===== src/rtl/spi_register_sequencer.sv =====
// spi_register_sequencer: turns register read/write commands into single-cycle SPI master requests, spaced by a guard interval.
module spi_register_sequencer #(
  parameter int DATA_WIDTH            = 32,
  parameter int TRANSACTION_LEN_WIDTH = 6,
  parameter int ADDR_WIDTH            = 7,
  parameter int REG_WIDTH             = 16,
  parameter int GAP_WIDTH             = 16
) (
  input  logic                             fabric_clk,
  input  logic                             reset_n,
  input  logic [GAP_WIDTH-1:0]             gap_cycles,
  input  logic                             cmd_valid,
  output logic                             cmd_ready,
  input  logic                             cmd_rw,
  input  logic [ADDR_WIDTH-1:0]            cmd_addr,
  input  logic [REG_WIDTH-1:0]             cmd_wdata,
  output logic                             rsp_valid,
  input  logic                             rsp_ready,
  output logic [ADDR_WIDTH-1:0]            rsp_addr,
  output logic [REG_WIDTH-1:0]             rsp_data,
  output logic                             busy,
  output logic [15:0]                      txn_count,
  output logic [TRANSACTION_LEN_WIDTH-1:0] transaction_length,
  output logic [DATA_WIDTH-1:0]            transaction_data,
  output logic [DATA_WIDTH-1:0]            transaction_rw_mask,
  input  logic [DATA_WIDTH-1:0]            transaction_read_data
);
  localparam int L = 1 + ADDR_WIDTH + REG_WIDTH;
  localparam int P = DATA_WIDTH - L;
  localparam logic [DATA_WIDTH-1:0] ONES  = '1;
  localparam logic [DATA_WIDTH-1:0] WMASK = ~(ONES >> L);
  localparam logic [DATA_WIDTH-1:0] RMASK = ~(ONES >> (1 + ADDR_WIDTH));

  if (L > DATA_WIDTH || L >= 2 ** TRANSACTION_LEN_WIDTH) begin : g_bad_params
    $error("spi_register_sequencer: frame length %0d does not fit the master", L);
  end

  typedef enum logic [1:0] {S_IDLE, S_ISSUE, S_WAIT, S_RESP} state_t;

  state_t                 state_q, state_d;
  logic [DATA_WIDTH-1:0]  data_q, data_d, mask_q, mask_d;
  logic                   rw_q, rw_d;
  logic [ADDR_WIDTH-1:0]  addr_q, addr_d, rsp_addr_q, rsp_addr_d;
  logic [REG_WIDTH-1:0]   rsp_data_q, rsp_data_d;
  logic [GAP_WIDTH-1:0]   gap_q, gap_d;
  logic [15:0]            txn_q, txn_d;
  logic [L-1:0]           frame;
  logic                   unused_rd;

  assign unused_rd = ^transaction_read_data[DATA_WIDTH-1:REG_WIDTH];

  always_comb begin
    state_d    = state_q;
    data_d     = data_q;
    mask_d     = mask_q;
    rw_d       = rw_q;
    addr_d     = addr_q;
    rsp_addr_d = rsp_addr_q;
    rsp_data_d = rsp_data_q;
    gap_d      = gap_q;
    txn_d      = txn_q;
    frame      = {cmd_rw, cmd_addr, cmd_wdata & {REG_WIDTH{~cmd_rw}}};
    case (state_q)
      S_IDLE: if (cmd_valid) begin
        data_d  = DATA_WIDTH'(frame) << P;
        mask_d  = cmd_rw ? RMASK : WMASK;
        rw_d    = cmd_rw;
        addr_d  = cmd_addr;
        gap_d   = (gap_cycles == '0) ? GAP_WIDTH'(1) : gap_cycles;
        state_d = S_ISSUE;
      end
      S_ISSUE: begin
        txn_d   = txn_q + 16'd1;
        state_d = S_WAIT;
      end
      S_WAIT: begin
        gap_d = gap_q - GAP_WIDTH'(1);
        if (gap_q == GAP_WIDTH'(1)) begin
          state_d = rw_q ? S_RESP : S_IDLE;
          if (rw_q) begin
            rsp_data_d = transaction_read_data[REG_WIDTH-1:0];
            rsp_addr_d = addr_q;
          end
        end
      end
      S_RESP: state_d = rsp_ready ? S_IDLE : S_RESP;
      default: state_d = S_IDLE;
    endcase
  end

  always_ff @(posedge fabric_clk or negedge reset_n) begin
    if (!reset_n) begin
      state_q    <= S_IDLE;
      data_q     <= '0;
      mask_q     <= '0;
      rw_q       <= 1'b0;
      addr_q     <= '0;
      rsp_addr_q <= '0;
      rsp_data_q <= '0;
      gap_q      <= '0;
      txn_q      <= '0;
    end else begin
      state_q    <= state_d;
      data_q     <= data_d;
      mask_q     <= mask_d;
      rw_q       <= rw_d;
      addr_q     <= addr_d;
      rsp_addr_q <= rsp_addr_d;
      rsp_data_q <= rsp_data_d;
      gap_q      <= gap_d;
      txn_q      <= txn_d;
    end
  end

  assign cmd_ready           = state_q == S_IDLE;
  assign busy                = state_q != S_IDLE;
  assign rsp_valid           = state_q == S_RESP;
  assign rsp_addr            = rsp_addr_q;
  assign rsp_data            = rsp_data_q;
  assign txn_count           = txn_q;
  assign transaction_length  = (state_q == S_ISSUE) ? TRANSACTION_LEN_WIDTH'(L) : '0;
  assign transaction_data    = data_q;
  assign transaction_rw_mask = mask_q;
endmodule


===== config.mk =====
export PLATFORM = sky130hd
export DESIGN_NAME = spi_register_sequencer
export DESIGN_NICKNAME = d
export VERILOG_FILES = /design/src/rtl/spi_register_sequencer.sv
export SDC_FILE = /design/constraint.sdc
export NUM_CORES = 1
export LEC_CHECK = 0
export ABC_AREA = 1
export BUFFER_PORTS_ARGS = -buffer_cell sky130_fd_sc_hd__buf_2
export CAP_MARGIN = 20
export CORE_AREA = 2 2 108 110
export CTS_BUF_LIST = sky130_fd_sc_hd__clkbuf_2
export CTS_CLUSTER_SIZE = 28
export DETAILED_ROUTE_END_ITERATION = 10
export DIE_AREA = 0 0 110 112
export PLACE_DENSITY = 0.68
export SLEW_MARGIN = 20
export SYNTH_ARGS = -nofsm -noshare
export SYNTH_HDL_FRONTEND = slang
export SYNTH_SLANG_ARGS = --single-unit

===== constraint.sdc =====
create_clock -name fabric_clk -period 2 [get_ports fabric_clk]
set_input_delay 0.2 -clock fabric_clk [delete_from_list [all_inputs] [get_ports fabric_clk]]
set_output_delay 0.2 -clock fabric_clk [all_outputs]
set_load 0.03 [all_outputs]

==> results.md, run 1 <==
- R2R cell count: 8
- Sw Ratio: 25.4%
- Post-CTS Setup Inserts: 0
- Lkg Pwr: 3.07 nW
- Post-Synthesis Cells: 502
- Worst setup EP type: output pin
- Gate power share: 8.6%
- Max frequency: 0.566 GHz
- First-pass GRT wire length: 17.9 mm
- Share of layout cells above drive strength 1: 33.6%
- Total track usage: 18.4%
- Wire length per cell: 12.8 um
- CTS buffer count: 9
- Commonest non-fill, non-tap cell in the layout: buf_2
- Worst reg2reg setup slack: 260 ps
- CP startpoint kind: flip-flop
- Max FO, Critical Path: 6
- CTS tree: built
- Post-synthesis sequential area ratio: 47.3%
- Largest net degree at the start of global routing: 47
- Io pins: 188
- Core Region: 0.0112 mm2
- R2R Path End: rsp_addr[5]
- Maxcap violations: 0
- Kind of critical path: flip-flop to output pin
- Post-CTS Hold Buffers: 57
- Fin crit period: 1770 ps
- Min-delay src: cmd_valid
- Clk pwr share: 34.7%
- Worst path required time: 1800 ps
- Area growth from synthesis to layout: 30.9%
- Area of the mapped netlist: 0.00439 mm2
- Residual DRC: 0
- Vias in the first global route: 4033
- Die width: 110 um
- Longest Clk Path Bufs: 2
- Tcrit/Tclk final: 88.3%
- Vias post-DR: 3888
- Die area: 0.0123 mm2
- Sequential share of power: 56.8%
- Iter 0 DRT Violations: 121
- # H-tree levels: 3
- Reg2reg start: gap_q[1]
- Hold crit path type: input pin to flip-flop
- Placer congestion estimate: 0.848
- Total iterations of the first detailed-routing run: 4
- Via/cell ratio: 4.63
- Final Hold Fails: 0
- Synth Register Bits: 83
- Pwr Density: 515 mW/mm2
- Final Skew: 29.6 ps
- Worst-margin pin slew: 659 ps
- Final WL: 10.7 mm
- Sw power: 0.000751 W
- I/O Buffers: 151
- Synth Area per Inst: 8.75 um2
- Max-slew violations: 0
- Final nets: 770
- Number of cell rows: 39
- Worst VDD drop: 0.290 mV
- Setup tns final: 0 ps
- Power Internal: 0.00221 W
- Hold WS: 63.2 ps
- Clk_lat worst skew: 550 ps
- Number of clock sinks: 83
- Synth cell types: 34
- Antenna violations before repair: 1
- Vert. Die Dim: 112 um
- Hold Crit Endpoint: gap_q[4]
- Clock root cell: clkbuf_2
- Commonest cells after routing, fill and taps aside: buf_2 (150), nand2_1 (105), dfrtp_1 (83)
- Final Setup Violations: 0
- Gr ovfl total: 0
- Starting Density: 39.3%
- Clock Pin Slew Worst Setup and Hold Paths: 260 ps
- Warnings from Yosys: 0
- Outcome: complete, no violations
- Fill count: 1040
- CTS resizes: 0
- RSZ-0062 raised after global routing: no
- Max-Slew Margin vs Limit: 56.1%
- Detailed Place HPWL: 7.43 mm
- Worst EP arrival: 1570 ps
- Worst Hold Depth: 4
- Post-route ant nets: 0
-- critical path, stage by stage (launching register included) --
cell and delay, ps:
dfrtp_1 460, inv_1 80, nand2_2 90, inv_1 180
buf_2 230
-- registers in the layout, summed over array words and instances, names as in the netlist --
register             cells
gap_q                   16
transaction_rw_mask      2
transaction_data        17
rsp_data                16
rsp_addr                 7
rw_q                     1
txn_count               16
addr_q                   6
state_q                  2
-- cells in the mapped netlist --
master	instances	area (um2)
nand2_1	105	394
dfrtp_1	83	2080
inv_1	54	203
buf_4	47	353
nor2_1	46	173
nand3_1	28	140
o21ai_2	23	201
nand2_2	20	125
o21ai_0	17	85.1
a22o_1	16	140
xor2_1	8	70.1
nand4_1	7	43.8
nor2_2	7	43.8
buf_6	5	56.3
nor2_4	4	45.0
xnor2_1	4	35.0
buf_2	3	15.0
ha_1	3	37.5
inv_2	3	11.3
nand3b_1	2	15.0
nor3_1	2	10.0
o211ai_1	2	15.0
or2_2	2	12.5
a21oi_1	1	5.00
a32oi_1	1	8.76
clkbuf_1	1	3.75
conb_1	1	3.75
nand3_2	1	10.0
nand4_4	1	21.3
nor3b_1	1	7.51
nor4_1	1	6.26
o21a_1	1	7.51
o221ai_1	1	8.76
o311ai_0	1	8.76
-- per-stage QoR --
step	total power, W	setup slack (ps)	utilization [%]	instances	area [um2]
after floorplan	0.00180	490	-	521	4460
after global placement	0.00188	336	45.1	766	5040
after detailed placement	0.00188	291	45.1	766	5040
after CTS	0.00301	152	51.4	839	5750
after global routing	0.00310	61.3	51.4	840	5750
final	0.00296	233	51.4	840	5750
-- final cells by class --
cell class / instances / area [um2] / area share [%]
flip-flops and latches: 83 / 2080 / 36.1
multi-input cells: 325 / 1750 / 30.4
repair buffers: 215 / 1390 / 24.2
inverters: 57 / 214 / 3.72
well taps: 143 / 179 / 3.11
clock inverters: 7 / 92.6 / 1.61
clock buffers: 9 / 45.0 / 0.783
diodes: 1 / 2.50 / 0.0435
-- cells by family (layout without fill, tap and decap cells) --
family | after synthesis | in the layout | share of synthesized area (%)
adders and majority gates | 3 | 3 | 0.855
other | 1 | 21 | 0.0854
and+or+nand+nor | 227 | 227 | 23.8
xor gates and xnor gates | 12 | 12 | 2.39
AOI/OAI and AO/OA | 63 | 63 | 10.9
buffers and inverters | 113 | 288 | 14.6
DFF | 83 | 83 | 47.3
-- power groups by stage --
| stage | clock [W] | sequential [W] | combinational (W) |
|---|---|---|---|
| 6_report | 0.00103 | 0.00168 | 0.000254 |
| 5_1_grt | 0.00114 | 0.00168 | 0.000279 |
| 4_1_cts | 0.00107 | 0.00168 | 0.000253 |
| 3_5_place_dp | 0 | 0.00171 | 0.000168 |
| 3_3_place_gp | 0 | 0.00171 | 0.000166 |
| 2_1_floorplan | 0 | 0.00171 | 0.0000929 |
-- metal layers --
layer / track usage [%] / share of wire (%) / wire [um] / vias to the layer above
met5: 0 / 0 / 0 / -
met4: 7.09 / 2.0 / 212 / 0
met3: 4.74 / 5.9 / 633 / 18
met2: 32.6 / 52 / 5550 / 129
met1: 20.9 / 40 / 4330 / 1835
li1: - / - / - / 1906
-- worst max path at each step --
stage	start	end	slack (ps)	depth (start not counted)
global route	state_q[1]	transaction_length[3]	60	4
floorplan	state_q[1]	gap_q[8]	490	7
finish	state_q[1]	transaction_length[4]	230	4
detailed placement	gap_q[0]	rsp_addr[5]	290	7
CTS	state_q[1]	transaction_length[4]	150	4
global placement	gap_q[0]	rsp_data[15]	340	7
Power figures use the tool's default switching activity.
==> run 2, diff against run 1 <==
Settings changed: CTS_BUF_LIST sky130_fd_sc_hd__clkbuf_2 to not set.
==> run 2 against run 1 <==
  * Fmax is 3.7% higher
  * Critical path depth rose by 3
  * Via count fell by 5.6%
  * Sequential share of layout area grew 2.5 points
  * Sequential cell count is the same
  * Critical path type is now flip-flop to flip-flop
  * Critical endpoint is now rsp_addr[5]
  * Largest power group is now the clock network
  * Highest routed layer unchanged
==> results.md, run 2 (same netlist as run 1, synthesis figures left out) <==
- Critical path origin: gap_q[0]
- CTS buffer count: 9 (unchanged)
- Die area: 0.0123 mm2 (unchanged)
- Final Setup Violations: 0 (unchanged)
- Fill count: 1065 (+2.4%)
- Commonest cells after routing, fill and taps aside: buf_2 (150), nand2_1 (105), dfrtp_1 (83)
- Final nets: 714 (-7.3%)
- RSZ-0062 raised after global routing: no
- Clock root cell: clkbuf_16
- Fin util: 48.1% (-3.3 points)
- Post-route ant nets: 0 (unchanged)
- Max-Slew Margin vs Limit: 56.3% (+0.22 points)
- Wire length per cell: 12.7 um (-0.69%)
- Kind of critical path: flip-flop to flip-flop
- Longest Clk Path Bufs: 2 (unchanged)
- Outcome: complete, no violations
- Fin crit period: 1700 ps (-63.6 ps)
- Final Skew: 5.28 ps (-24.3 ps)
- Min-delay src: cmd_addr[4]
- Final WL: 9.92 mm (-7.4%)
- Area growth from synthesis to layout: 22.4%
- Number of cell rows: 39 (unchanged)
- Total iterations of the first detailed-routing run: 4 (unchanged)
- Worst VDD drop: 0.298 mV (+2.7%)
- Core Region: 0.0112 mm2 (unchanged)
- Setup tns final: 0 ps (unchanged)
- Commonest non-fill, non-tap cell in the layout: buf_2
- Number of clock sinks: 83 (unchanged)
- Diode count: 0 (-1)
- Hold crit path type: input pin to flip-flop
- Residual DRC: 0 (unchanged)
- # H-tree levels: 3 (unchanged)
- Reg2reg start: gap_q[0]
- Antenna violations before repair: 0 (-1)
- First-pass GRT wire length: 16.9 mm (-5.4%)
- Gr ovfl total: 0 (unchanged)
- Tcrit/Tclk final: 85.2% (-3.2 points)
- Vias in the first global route: 3818 (-5.3%)
- Clk_lat worst skew: 330 ps (-220 ps)
- Max-slew violations: 0 (unchanged)
- CP startpoint kind: flip-flop
- Largest net degree at the start of global routing: 47 (unchanged)
- Maxcap violations: 0 (unchanged)
- Starting Density: 39.3% (unchanged)
- Vert. Die Dim: 112 um (unchanged)
- Final Hold Fails: 0 (unchanged)
- Max reg flops: 17 (unchanged)
- Total track usage: 17.2% (-1.2 points)
- Clock Pin Slew Worst Setup and Hold Paths: 60 ps (-200 ps)
- Worst setup EP type: flip-flop
- Share of layout cells above drive strength 1: 36.7% (+3.1 points)
- Iter 0 DRT Violations: 102 (-16%)
- CTS resizes: 0 (unchanged)
- Detailed Place HPWL: 7.43 mm (unchanged)
- Worst-margin pin slew: 655 ps (-3.29 ps)
- Worst path required time: 2260 ps (+460 ps)
- Placer congestion estimate: 0.848 (unchanged)
- Placed cell areas: 0.00504 mm2 (unchanged)
- Pwr Density: 681 mW/mm2 (+32%)
- Final Total Pwr: 0.00366 W (+24%)
- Final non-filler cell area: 0.00538 mm2 (-6.5%)
- Io pins: 188 (unchanged)
- Via/cell ratio: 4.69 (+1.2%)
- Die width: 110 um (unchanged)
- CTS tree: built
- I/O Buffers: 151 (unchanged)
- Max FO, Critical Path: 46 (+40)
- Vias post-DR: 3669 (-5.6%)
- Lkg Pwr: 2.92 nW (-5.0%)
- Max frequency: 0.587 GHz (+3.7%)
- Worst EP arrival: 1960 ps (+390 ps)
run 2: cell count changes in the layout (fill, tap and decap cells not counted):
cell,before,now
clkinv_1,1,0
dlygate4sd3_1,57,1
clkbuf_2,9,0
clkbuf_16,0,9
clkbuf_8,0,1
diode_2,1,0
run 2: path summary, 6_finish.rpt:
kind	endpoint	slack [ps]	depth (start not counted)
setup / recovery	rsp_addr[5]	300	7
hold / removal	addr_q[4]	70	3
setup reg to reg	rsp_addr[5]	300	7
hold reg to reg	rsp_data[5]	480	2
max in group asynchronous	rsp_addr[6]	970	3
min in group asynchronous	rsp_data[15]	390	2
run 2: worst max-delay path, stage by stage, from the launching register on:
cell and delay [ps]:
dfrtp_1 410, ha_1 200, nand2_1 110, nor2_4 60
nand4_4 70, buf_4 540, nand2_1 150, o21ai_2 90
run 2: power by group:
| part | leakage (nW) | total (W) | switching, W | internal (W) |
|---|---|---|---|---|
| clock network | 0.155 | 0.00181 | 0.000687 | 0.00113 |
| logic | 1.77 | 0.000166 | 0.000115 | 0.0000507 |
| registers | 0.993 | 0.00168 | 0 | 0.00168 |
| total | 2.92 | 0.00366 | 0.000802 | 0.00286 |
run 2: final cells by class:
class	count	area, um2	share of cell area, %
Clock inverter	6	88.8	1.65
Timing Repair Buffer	159	833	15.5
Inverter	57	214	3.98
Tap cell	143	179	3.33
Sequential cell	83	2080	38.6
Clock buffer	10	239	4.44
Multi-Input combinational cell	325	1750	32.5
run 2: through the flow:
step                cells  hold slack, ps  setup WS, ps
floorplan             521           -95.6           490
global placement      766             219           336
detailed placement    766             222           291
CTS                   783            61.0           275
global route          783            73.1           144
finish                783            72.6           297
run 2: repair_timing:
item                                   CTS  global route
hold buffers                             1             0
buffers inserted                         0             0
endpoints found under the hold margin   41             0
run 2: per-layer routing:
metal  part of all wire [%]  vias up  track usage (%)
li1                       -     1795                -
met1                     41     1723             20.6
met2                     50      132             28.9
met3                    6.5       19             3.69
met4                    2.7        0             8.52
met5                      0        -                0
